**config.mk**
```make
export PLATFORM = sky130hd
export DESIGN_NAME = muldiv_seq_ctrl
export DESIGN_NICKNAME = d
export VERILOG_FILES = /design/src/rtl/muldiv_seq_ctrl_pkg.sv /design/src/rtl/muldiv_seq_ctrl_core.sv /design/src/rtl/muldiv_seq_ctrl.sv
export SDC_FILE = /design/constraint.sdc
export NUM_CORES = 2
export LEC_CHECK = 0
export CORE_ASPECT_RATIO = 1.25
export CORE_MARGIN = 2
export CORE_UTILIZATION = 50
export DETAILED_ROUTE_END_ITERATION = 10
export PLACE_DENSITY = 0.8
export SLEW_MARGIN = 20
export SYNTH_ARGS = -nofsm -noshare
export SYNTH_HDL_FRONTEND = slang
export SYNTH_SLANG_ARGS = --single-unit
```
**constraint.sdc**
```tcl
create_clock -name clk -period 26.1 [get_ports clk]
set_input_delay 3.915 -clock clk [delete_from_list [all_inputs] [get_ports clk]]
set_output_delay 3.915 -clock clk [all_outputs]
set_load 0.005 [all_outputs]
```
**src/rtl/muldiv_seq_ctrl_pkg.sv**
```systemverilog
// Shared constants for the RV64M multiply/divide sequencer: widths, funct3 codes, FSM states.
package muldiv_seq_ctrl_pkg;

  localparam int XLEN  = 64;
  localparam int CNT_W = 7;

  localparam logic [2:0] MD_OP_MUL    = 3'd0;
  localparam logic [2:0] MD_OP_MULH   = 3'd1;
  localparam logic [2:0] MD_OP_MULHSU = 3'd2;
  localparam logic [2:0] MD_OP_MULHU  = 3'd3;
  localparam logic [2:0] MD_OP_DIV    = 3'd4;
  localparam logic [2:0] MD_OP_DIVU   = 3'd5;
  localparam logic [2:0] MD_OP_REM    = 3'd6;
  localparam logic [2:0] MD_OP_REMU   = 3'd7;

  typedef enum logic [1:0] {
    S_IDLE = 2'd0,
    S_CALC = 2'd1,
    S_FIX  = 2'd2,
    S_DONE = 2'd3
  } md_state_e;

  function automatic logic [XLEN-1:0] sext32(input logic [XLEN-1:0] v);
    return {{(XLEN-32){v[31]}}, v[31:0]};
  endfunction

endpackage

```
**src/rtl/muldiv_seq_ctrl_core.sv**
```systemverilog
// Radix-2 datapath shared by multiply (shift-add, right shift) and divide (restoring, left shift).
// r_hi/r_lo form the product pair for MUL and the remainder/quotient pair for DIV.
module muldiv_seq_ctrl_core
  import muldiv_seq_ctrl_pkg::*;
(
  input  logic            clk,
  input  logic            rst,
  input  logic            i_load,
  input  logic            i_step,
  input  logic            i_is_div,
  input  logic [XLEN-1:0] i_lo_init,
  input  logic [XLEN-1:0] i_opnd,
  output logic [XLEN-1:0] o_hi,
  output logic [XLEN-1:0] o_lo
);

  logic [XLEN-1:0] r_hi;
  logic [XLEN-1:0] r_lo;
  logic [XLEN-1:0] r_opnd;

  logic [XLEN:0]   w_sum;
  logic [XLEN:0]   w_add;
  logic [XLEN:0]   w_shl;
  logic [XLEN:0]   w_diff;
  logic            w_ge;

  assign w_sum  = {1'b0, r_hi} + {1'b0, r_opnd};
  assign w_add  = r_lo[0] ? w_sum : {1'b0, r_hi};
  assign w_shl  = {r_hi, r_lo[XLEN-1]};
  assign w_diff = w_shl - {1'b0, r_opnd};
  // Partial remainder stays below the divisor, so the top bit of the difference is the borrow.
  assign w_ge   = ~w_diff[XLEN];

  always_ff @(posedge clk or posedge rst) begin
    if (rst) begin
      r_hi   <= '0;
      r_lo   <= '0;
      r_opnd <= '0;
    end else if (i_load) begin
      r_hi   <= '0;
      r_lo   <= i_lo_init;
      r_opnd <= i_opnd;
    end else if (i_step) begin
      if (i_is_div) begin
        r_hi <= w_ge ? w_diff[XLEN-1:0] : w_shl[XLEN-1:0];
        r_lo <= {r_lo[XLEN-2:0], w_ge};
      end else begin
        r_hi <= w_add[XLEN:1];
        r_lo <= {w_add[0], r_lo[XLEN-1:1]};
      end
    end
  end

  assign o_hi = r_hi;
  assign o_lo = r_lo;

endmodule

```
**src/rtl/muldiv_seq_ctrl.sv**
```systemverilog
// RV64M multiply/divide sequencer: captures operands, iterates the core, fixes signs, and stalls
// the pipeline until the single-cycle res_valid pulse.
module muldiv_seq_ctrl
  import muldiv_seq_ctrl_pkg::*;
(
  input  logic            clk,
  input  logic            rst,
  input  logic            i_op_valid,
  input  logic [2:0]      i_op_code,
  input  logic            i_op_word,
  input  logic [XLEN-1:0] i_src1,
  input  logic [XLEN-1:0] i_src2,
  input  logic            i_flush,
  output logic            o_stall,
  output logic            o_res_valid,
  output logic [XLEN-1:0] o_result,
  output logic [1:0]      o_dbg_state
);

  md_state_e        r_state;
  logic [CNT_W-1:0] r_cnt;
  logic [2:0]       r_op;
  logic             r_word;
  logic             r_neg_res;
  logic             r_neg_rem;
  logic             r_special;
  logic [XLEN-1:0]  r_spec_res;
  logic [XLEN-1:0]  r_result;

  // Operand decode, only meaningful while IDLE samples a new op.
  logic            w_s1_signed, w_s2_signed, w_is_div, w_is_rem;
  logic [XLEN-1:0] w_a_ext, w_b_ext, w_a_abs, w_b_abs, w_min_neg;
  logic            w_a_neg, w_b_neg, w_div_zero, w_ovf, w_special;
  logic [XLEN-1:0] w_spec_res, w_lo_init, w_opnd;

  assign w_s1_signed = (i_op_code == MD_OP_MUL) || (i_op_code == MD_OP_MULH) ||
                       (i_op_code == MD_OP_MULHSU) || (i_op_code == MD_OP_DIV) ||
                       (i_op_code == MD_OP_REM);
  assign w_s2_signed = (i_op_code == MD_OP_MUL) || (i_op_code == MD_OP_MULH) ||
                       (i_op_code == MD_OP_DIV) || (i_op_code == MD_OP_REM);
  assign w_is_div    = i_op_code[2];
  assign w_is_rem    = i_op_code[2] & i_op_code[1];

  assign w_a_ext = !i_op_word ? i_src1 :
                   (w_s1_signed ? sext32(i_src1) : {{(XLEN-32){1'b0}}, i_src1[31:0]});
  assign w_b_ext = !i_op_word ? i_src2 :
                   (w_s2_signed ? sext32(i_src2) : {{(XLEN-32){1'b0}}, i_src2[31:0]});
  assign w_a_neg = w_s1_signed & w_a_ext[XLEN-1];
  assign w_b_neg = w_s2_signed & w_b_ext[XLEN-1];
  assign w_a_abs = w_a_neg ? (~w_a_ext + 1'b1) : w_a_ext;
  assign w_b_abs = w_b_neg ? (~w_b_ext + 1'b1) : w_b_ext;

  assign w_min_neg  = i_op_word ? {{(XLEN-31){1'b1}}, 31'b0} : {1'b1, {(XLEN-1){1'b0}}};
  assign w_div_zero = w_is_div & (w_b_ext == '0);
  assign w_ovf      = w_is_div & w_s1_signed & (w_a_ext == w_min_neg) & (w_b_ext == '1);
  assign w_special  = w_div_zero | w_ovf;
  assign w_spec_res = w_div_zero ? (w_is_rem ? w_a_ext : '1)
                                 : (w_is_rem ? '0 : w_a_ext);

  // A 32-bit dividend is left-aligned so 32 steps leave the quotient in the low word.
  assign w_lo_init = !w_is_div ? w_b_abs :
                     (i_op_word ? {w_a_abs[31:0], 32'b0} : w_a_abs);
  assign w_opnd    = w_is_div ? w_b_abs : w_a_abs;

  logic [XLEN-1:0] w_hi, w_lo;

  muldiv_seq_ctrl_core u_core (
    .clk       (clk),
    .rst       (rst),
    .i_load    ((r_state == S_IDLE) && i_op_valid && !i_flush),
    .i_step    ((r_state == S_CALC) && !i_flush),
    .i_is_div  (r_op[2]),
    .i_lo_init (w_lo_init),
    .i_opnd    (w_opnd),
    .o_hi      (w_hi),
    .o_lo      (w_lo)
  );

  // Fix-up: magnitudes were computed unsigned, restore signs, then pick the requested part.
  logic [2*XLEN-1:0] w_prod_fix;
  logic [XLEN-1:0]   w_quot_fix, w_rem_fix, w_sel, w_fix_res;

  assign w_prod_fix = r_neg_res ? (~{w_hi, w_lo} + 1'b1) : {w_hi, w_lo};
  assign w_quot_fix = r_neg_res ? (~w_lo + 1'b1) : w_lo;
  assign w_rem_fix  = r_neg_rem ? (~w_hi + 1'b1) : w_hi;

  always_comb begin
    w_sel = '0;
    if (r_special) begin
      w_sel = r_spec_res;
    end else if (!r_op[2]) begin
      if (r_word)
        w_sel = w_prod_fix[XLEN+31:32];
      else if (r_op == MD_OP_MUL)
        w_sel = w_prod_fix[XLEN-1:0];
      else
        w_sel = w_prod_fix[2*XLEN-1:XLEN];
    end else if (r_op[1]) begin
      w_sel = w_rem_fix;
    end else begin
      w_sel = w_quot_fix;
    end
  end

  assign w_fix_res = r_word ? sext32(w_sel) : w_sel;

  always_ff @(posedge clk or posedge rst) begin
    if (rst) begin
      r_state    <= S_IDLE;
      r_cnt      <= '0;
      r_op       <= '0;
      r_word     <= 1'b0;
      r_neg_res  <= 1'b0;
      r_neg_rem  <= 1'b0;
      r_special  <= 1'b0;
      r_spec_res <= '0;
      r_result   <= '0;
    end else if (i_flush) begin
      r_state <= S_IDLE;
      r_cnt   <= '0;
    end else begin
      case (r_state)
        S_IDLE: begin
          if (i_op_valid) begin
            r_op       <= i_op_code;
            r_word     <= i_op_word;
            r_neg_res  <= w_a_neg ^ w_b_neg;
            r_neg_rem  <= w_a_neg;
            r_special  <= w_special;
            r_spec_res <= w_spec_res;
            r_cnt      <= i_op_word ? CNT_W'(32) : CNT_W'(XLEN);
            r_state    <= w_special ? S_FIX : S_CALC;
          end
        end
        S_CALC: begin
          r_cnt <= r_cnt - 1'b1;
          if (r_cnt == CNT_W'(1))
            r_state <= S_FIX;
        end
        S_FIX: begin
          r_result <= w_fix_res;
          r_state  <= S_DONE;
        end
        default: r_state <= S_IDLE;
      endcase
    end
  end

  // Handshake: the core holds op_valid and operands while stall is high; the op retires in the
  // single cycle where res_valid is high, and stall drops in that same cycle.
  assign o_stall     = i_op_valid && (r_state != S_DONE);
  assign o_res_valid = (r_state == S_DONE) && !i_flush;
  assign o_result    = r_result;
  assign o_dbg_state = r_state;

  a_op_valid_held: assert property (@(posedge clk) disable iff (rst)
    ((r_state == S_CALC) && !i_flush) |-> i_op_valid);

endmodule

```
Word level (Yosys, flattened, before mapping)
Index checks and enable logic that the tools add are counted.
{"block": "totals", "register_bits": 336, "word_cells": 110}
{"block": "classes", "reduce_logical": 22, "bitwise_logic": 16, "add_sub_neg": 8, "muxes": 39, "n_eq_ne": 13}
{"cell": "two-way mux 64 bit", "n": 27}
{"cell": "adder 64 x 1 -> 64 bit (second input constant)", "n": 4}
{"cell": "NOT 64 bit", "n": 4}
{"cell": "adder 128 x 1 -> 128 bit (second input constant)", "n": 1}
{"cell": "two-way mux 128 bit", "n": 1}
{"cell": "NOT 128 bit", "n": 1}
{"cell": "adder 64 x 64 -> 65 bit", "n": 1}
{"cell": "two-way mux 65 bit", "n": 1}
{"cell": "subtractor 65 x 64 -> 65 bit", "n": 1}
{"cell": "equality test 64 bit", "n": 1}
{"cell": "equality test 64 bit (second input constant)", "n": 1}
{"cell": "zero test 64 bit", "n": 1}
{"cell": "two-way mux 63 bit", "n": 1}
{"cell": "two-way mux 7 bit", "n": 3}
{"cell": "one-hot mux 7 bit (2 select lines)", "n": 1}
{"cell": "two-way mux 2 bit", "n": 4}
{"cell": "AND 1 bit", "n": 7}
{"cell": "equality test 7 x 1 -> 1 bit (second input constant)", "n": 1}
{"cell": "subtractor 7 x 1 -> 7 bit (second input constant)", "n": 1}
{"cell": "equality test 3 bit (second input constant)", "n": 2}
{"cell": "zero test 3 bit", "n": 2}
{"cell": "logical OR 1 bit", "n": 6}
{"cell": "one-hot mux 2 bit (3 select lines)", "n": 1}
{"cell": "AND reduction 2 bit", "n": 3}
{"cell": "16 further kinds", "n": 22}

Logic depth before layout (Yosys ltp)
{"block": "logic_depth", "ltp_word": 15, "depth_mapped": 17, "mapped_depth_nobuf": 15}

Hierarchy
From an unflattened synthesis, not the netlist that was laid out.
{"block": "hier_totals", "hier_cells": 5006, "hier_area_um2": 36357.4}
{"mod": "muldiv_seq_ctrl", "area_each_um2": 18876.9, "cells_per_inst": 2758, "seq_area_each_um2": 3603.5, "instances": 1}
{"mod": "muldiv_seq_ctrl_core", "area_each_um2": 17480.5, "cells_per_inst": 2248, "seq_area_each_um2": 4804.6, "instances": 1}

Worst setup path after synthesis
OpenSTA, ideal clock, no wires.
{"block": "synth_path", "path_type": "input -> output", "from": "input i_flush", "to": "output o_res_valid", "n_path_buf": 1, "path_slack_ps": 17970, "cell_stages": 2, "t_required_ps": 22185, "arrival_time_ps": 4215, "path_cell_list": "clkbuf_1 nor2b_1"}
{"block": "synth_via", "elab_chain_len": 2}
{"item": "from (decl)", "line": "muldiv_seq_ctrl.sv:13", "source": "input logic i_flush,"}
{"item": "zero test 1 bit", "line": "muldiv_seq_ctrl.sv:152", "source": "assign o_res_valid = (r_state == S_DONE) && !i_flush;"}
{"item": "logical AND 1 bit", "line": "muldiv_seq_ctrl.sv:152"}
{"item": "to (decl)", "line": "muldiv_seq_ctrl.sv:15", "source": "output logic o_res_valid,"}
No other way between the ends.

Worst setup path in the final report
Ends and elaborated chain as after synthesis.

==> run summary <==
WL per Instance = 31.2 um
Post-synth EDFFs = 0
Post-Syn Area = 0.0353 mm^2
H-tree Lvls = 2
Initial Utilization = 50.7%
Post-Synthesis Cells = 4837
Non-Filler Instances = 5743
Top-count cell post-synth = a21oi_1
Routed vias = 39600
Initial DRC Count = 5708
Area share of fa/ha/maj cells after synthesis = 5.21%
Top cells by area, synth = dfrtp_1 (24%), a21oi_1 (7.6%), o21ai_0 (6.9%)
Sequential area share after synthesis = 23.8%
Hold slack = 0.478 ns
Grt met1 use = 56.9%
Clock buffer depth = 3
# port buffers = 203
DRC = 0
Final worst path period share = 35.3%
Max-cap violations = 0
Synth Area in Compound Gates = 30.6%
Chip height = 301 um
Chip width = 242 um
Via density = 6.90
Setup-failing EPs final = 0
Fmax = 108 MHz
Worst slew margin = 6.61%
Post-synth top flop = dfrtp_1
Row cnt = 108
Status = complete, no violations
All-layer global routing usage = 47.7%
Dpl ws = 16.84 ns
Worst Path Required = 22.18 ns
Gr busiest metal = met2
XOR/XNOR Fraction of Synth Area = 9.75%
Final net count = 5052
CP max FO = 13
Clk Latency, worst-skew pair = 0.60 ns
Top Ports = 204
Die footprint = 0.0727 mm^2
CP arrival = 5.31 ns
Synth cell count leaders = a21oi_1 (537), nand2_1 (521), o21ai_0 (487), nor2_1 (420), dfrtp_1 (336)
Global-route wire length before repair = 255000 um
Yosys reg bits = 336
Final count of pins violating max slew = 0
Clk slew on worst S/H paths = 0.06 ns
Netlist cell types = 91
Synth async-reset ratio = 100%
Met2 Usage GRT = 70.6%
Setup ws final = 16.88 ns
Startpoint Class = input port
Post-synthesis mux area share = 4.76%
Peak supply drop = 114 uV
Layout cell share with drive strength beyond 1 = 5.37%
Root Buffer = clkbuf_16
CP Capture Type = output pin
Largest net degree at the start of global routing = 148
Vias in the first global route = 36700
Syn nets = 5114
Cell type with the largest total area after synthesis = dfrtp_1
Slowest stage delay, CP = 0.64 ns
Worst setup path class = input port to output pin
DP Cell Count = 5665
CTS tree = yes
Leakage = 0.0161 uW
Total gr overflow = 0
Core area = 0.0696 mm^2
Crit. Startpoint = i_flush
Post-CTS setup buffer count = 0
Reg-to-Reg Start = u_core.o_lo[63]
Sink Count = 336
CP Cell Sequence = clkdlybuf4s50_1 > nor2b_1 > clkdlybuf4s50_1
Worst hold path class = register to register
Initial antenna violation count = 9
Crit-path slowest cell = clkdlybuf4s50_1
Total CTS buffers = 40
P per Cell Area = 147 mW/mm^2
# resized after CTS = 0
Largest family of logic cells by synthesized area = compound AO/OA/AOI/OAI gates
Worst-margin pin slew = 1.40 ns
DP Wirelength = 137000 um
Worst hold start = o_result[4]
YS warnings = 0
Final WL = 179000 um
Area share of the largest cell type after synthesis = 23.8%
Post-synthesis simple-gate area fraction = 20.0%
Min Tclk post-route = 9.22 ns
Antenna-violating nets left = 0
Hold-fix buffers, CTS = 0
RSZ-0062 raised after global routing = no
Worst Clk Skew = 0.0193 ns
CP most frequent cell = clkdlybuf4s50_1
Count of final hold-check violations = 0
Syn_area_per_cell = 7.30 um^2
DRT Pass-1 Iters = 9
Routability cong. = 1.07
M3 GR Usage = 13.1%
Fin Setup TNS = 0 ns
Area Overhead vs Synth = 10.9%
## sequential cells by signal, indices dropped and copies added (netlist names)
| register | count |
|---|---|
| r_word | 1 |
| r_neg_rem | 1 |
| r_cnt | 7 |
| r_neg_res | 1 |
| o_result | 64 |
| o_dbg_state | 2 |
| r_spec_res | 64 |
| r_special | 1 |
| u_core.o_hi | 64 |
| r_op | 3 |
| u_core.r_opnd | 64 |
| u_core.o_lo | 64 |
## layout make-up
cell class | instances | area [um^2]
well taps | 935 | 1170
repair buffers | 287 | 2690
fillers | 6802 | 30400
inverters | 152 | 578
multi-input cells | 3958 | 25000
flip-flops and latches | 336 | 8420
diodes | 3 | 7.51
clock inverters | 11 | 104
clock buffers | 61 | 1220
## power breakdown
part | switching, uW | internal (uW) | total, uW
Combinational | 2540 | 1370 | 3910
Sequential | 493 | 755 | 1250
Clock | 257 | 325 | 583
Total | 3290 | 2450 | 5740
## cell families (layout without fill, tap and decap cells)
kind of cell | Yosys count | in the layout
mux | 166 | 166
buf+inv | 543 | 511
fa+ha+maj | 147 | 147
xor+xnor | 393 | 393
flops | 336 | 336
compound gates | 1753 | 1753
other cells | 0 | 3
simple gates | 1499 | 1499
## stage by stage
stage | utilization [%] | area [um^2] | total power (uW)
after global placement | 54.2 | 37700 | 4880
after global routing | 56.2 | 39100 | 5970
after floorplan | - | 35300 | 3500
after detailed placement | 54.2 | 37700 | 4910
after CTS | 56.1 | 39000 | 5510
final | 56.3 | 39100 | 5740
## worst paths after layout
check	to	slack, ns	cells after the start
worst min register to register	o_result[4]	0.48	2
worst max-delay path	o_res_valid	16.88	3
min in group asynchronous	o_result[33]	3.81	2
worst min-delay path	o_result[4]	0.48	2
max in group asynchronous	u_core.o_lo[22]	20.05	4
worst max register to register	u_core.o_hi[30]	20.11	17
## cell usage in the layout, fill, tap and decap left out, types with 21 or more instances in the layout
cell type	count
a211oi_1	84
a21o_1	93
a21oi_1	536
a221oi_1	42
a22o_1	24
a22oi_1	22
a31oi_1	41
and3_1	31
buf_4	81
clkbuf_16	41
clkdlybuf4s50_1	201
dfrtp_1	330
ha_1	139
inv_1	148
mux2i_1	150
nand2_1	521
nand2b_1	21
nand3_1	71
nand4_1	63
nor2_1	415
nor2b_1	33
nor3_1	82
nor4_1	52
o211ai_1	76
o21ai_0	486
o21ai_1	24
o21bai_1	27
o221ai_1	27
o22ai_1	32
o31ai_1	77
o41ai_1	24
or3_1	69
or4_1	39
xnor2_1	180
xor2_1	205
## routing by layer
layer | share of wire (%) | up-vias | wire, um
met5 | 0.032 | - | 57
met4 | 11 | 6 | 19500
met3 | 11 | 692 | 19900
met2 | 42 | 2573 | 74700
met1 | 36 | 18800 | 64900
li1 | - | 17500 | -
## critical path, delay by kind of cell
family | cells | cell delay, ns
buffers and inverters | 2 | 1.16
and+or+nand+nor | 1 | 0.23
Power figures use the tool's default switching activity.
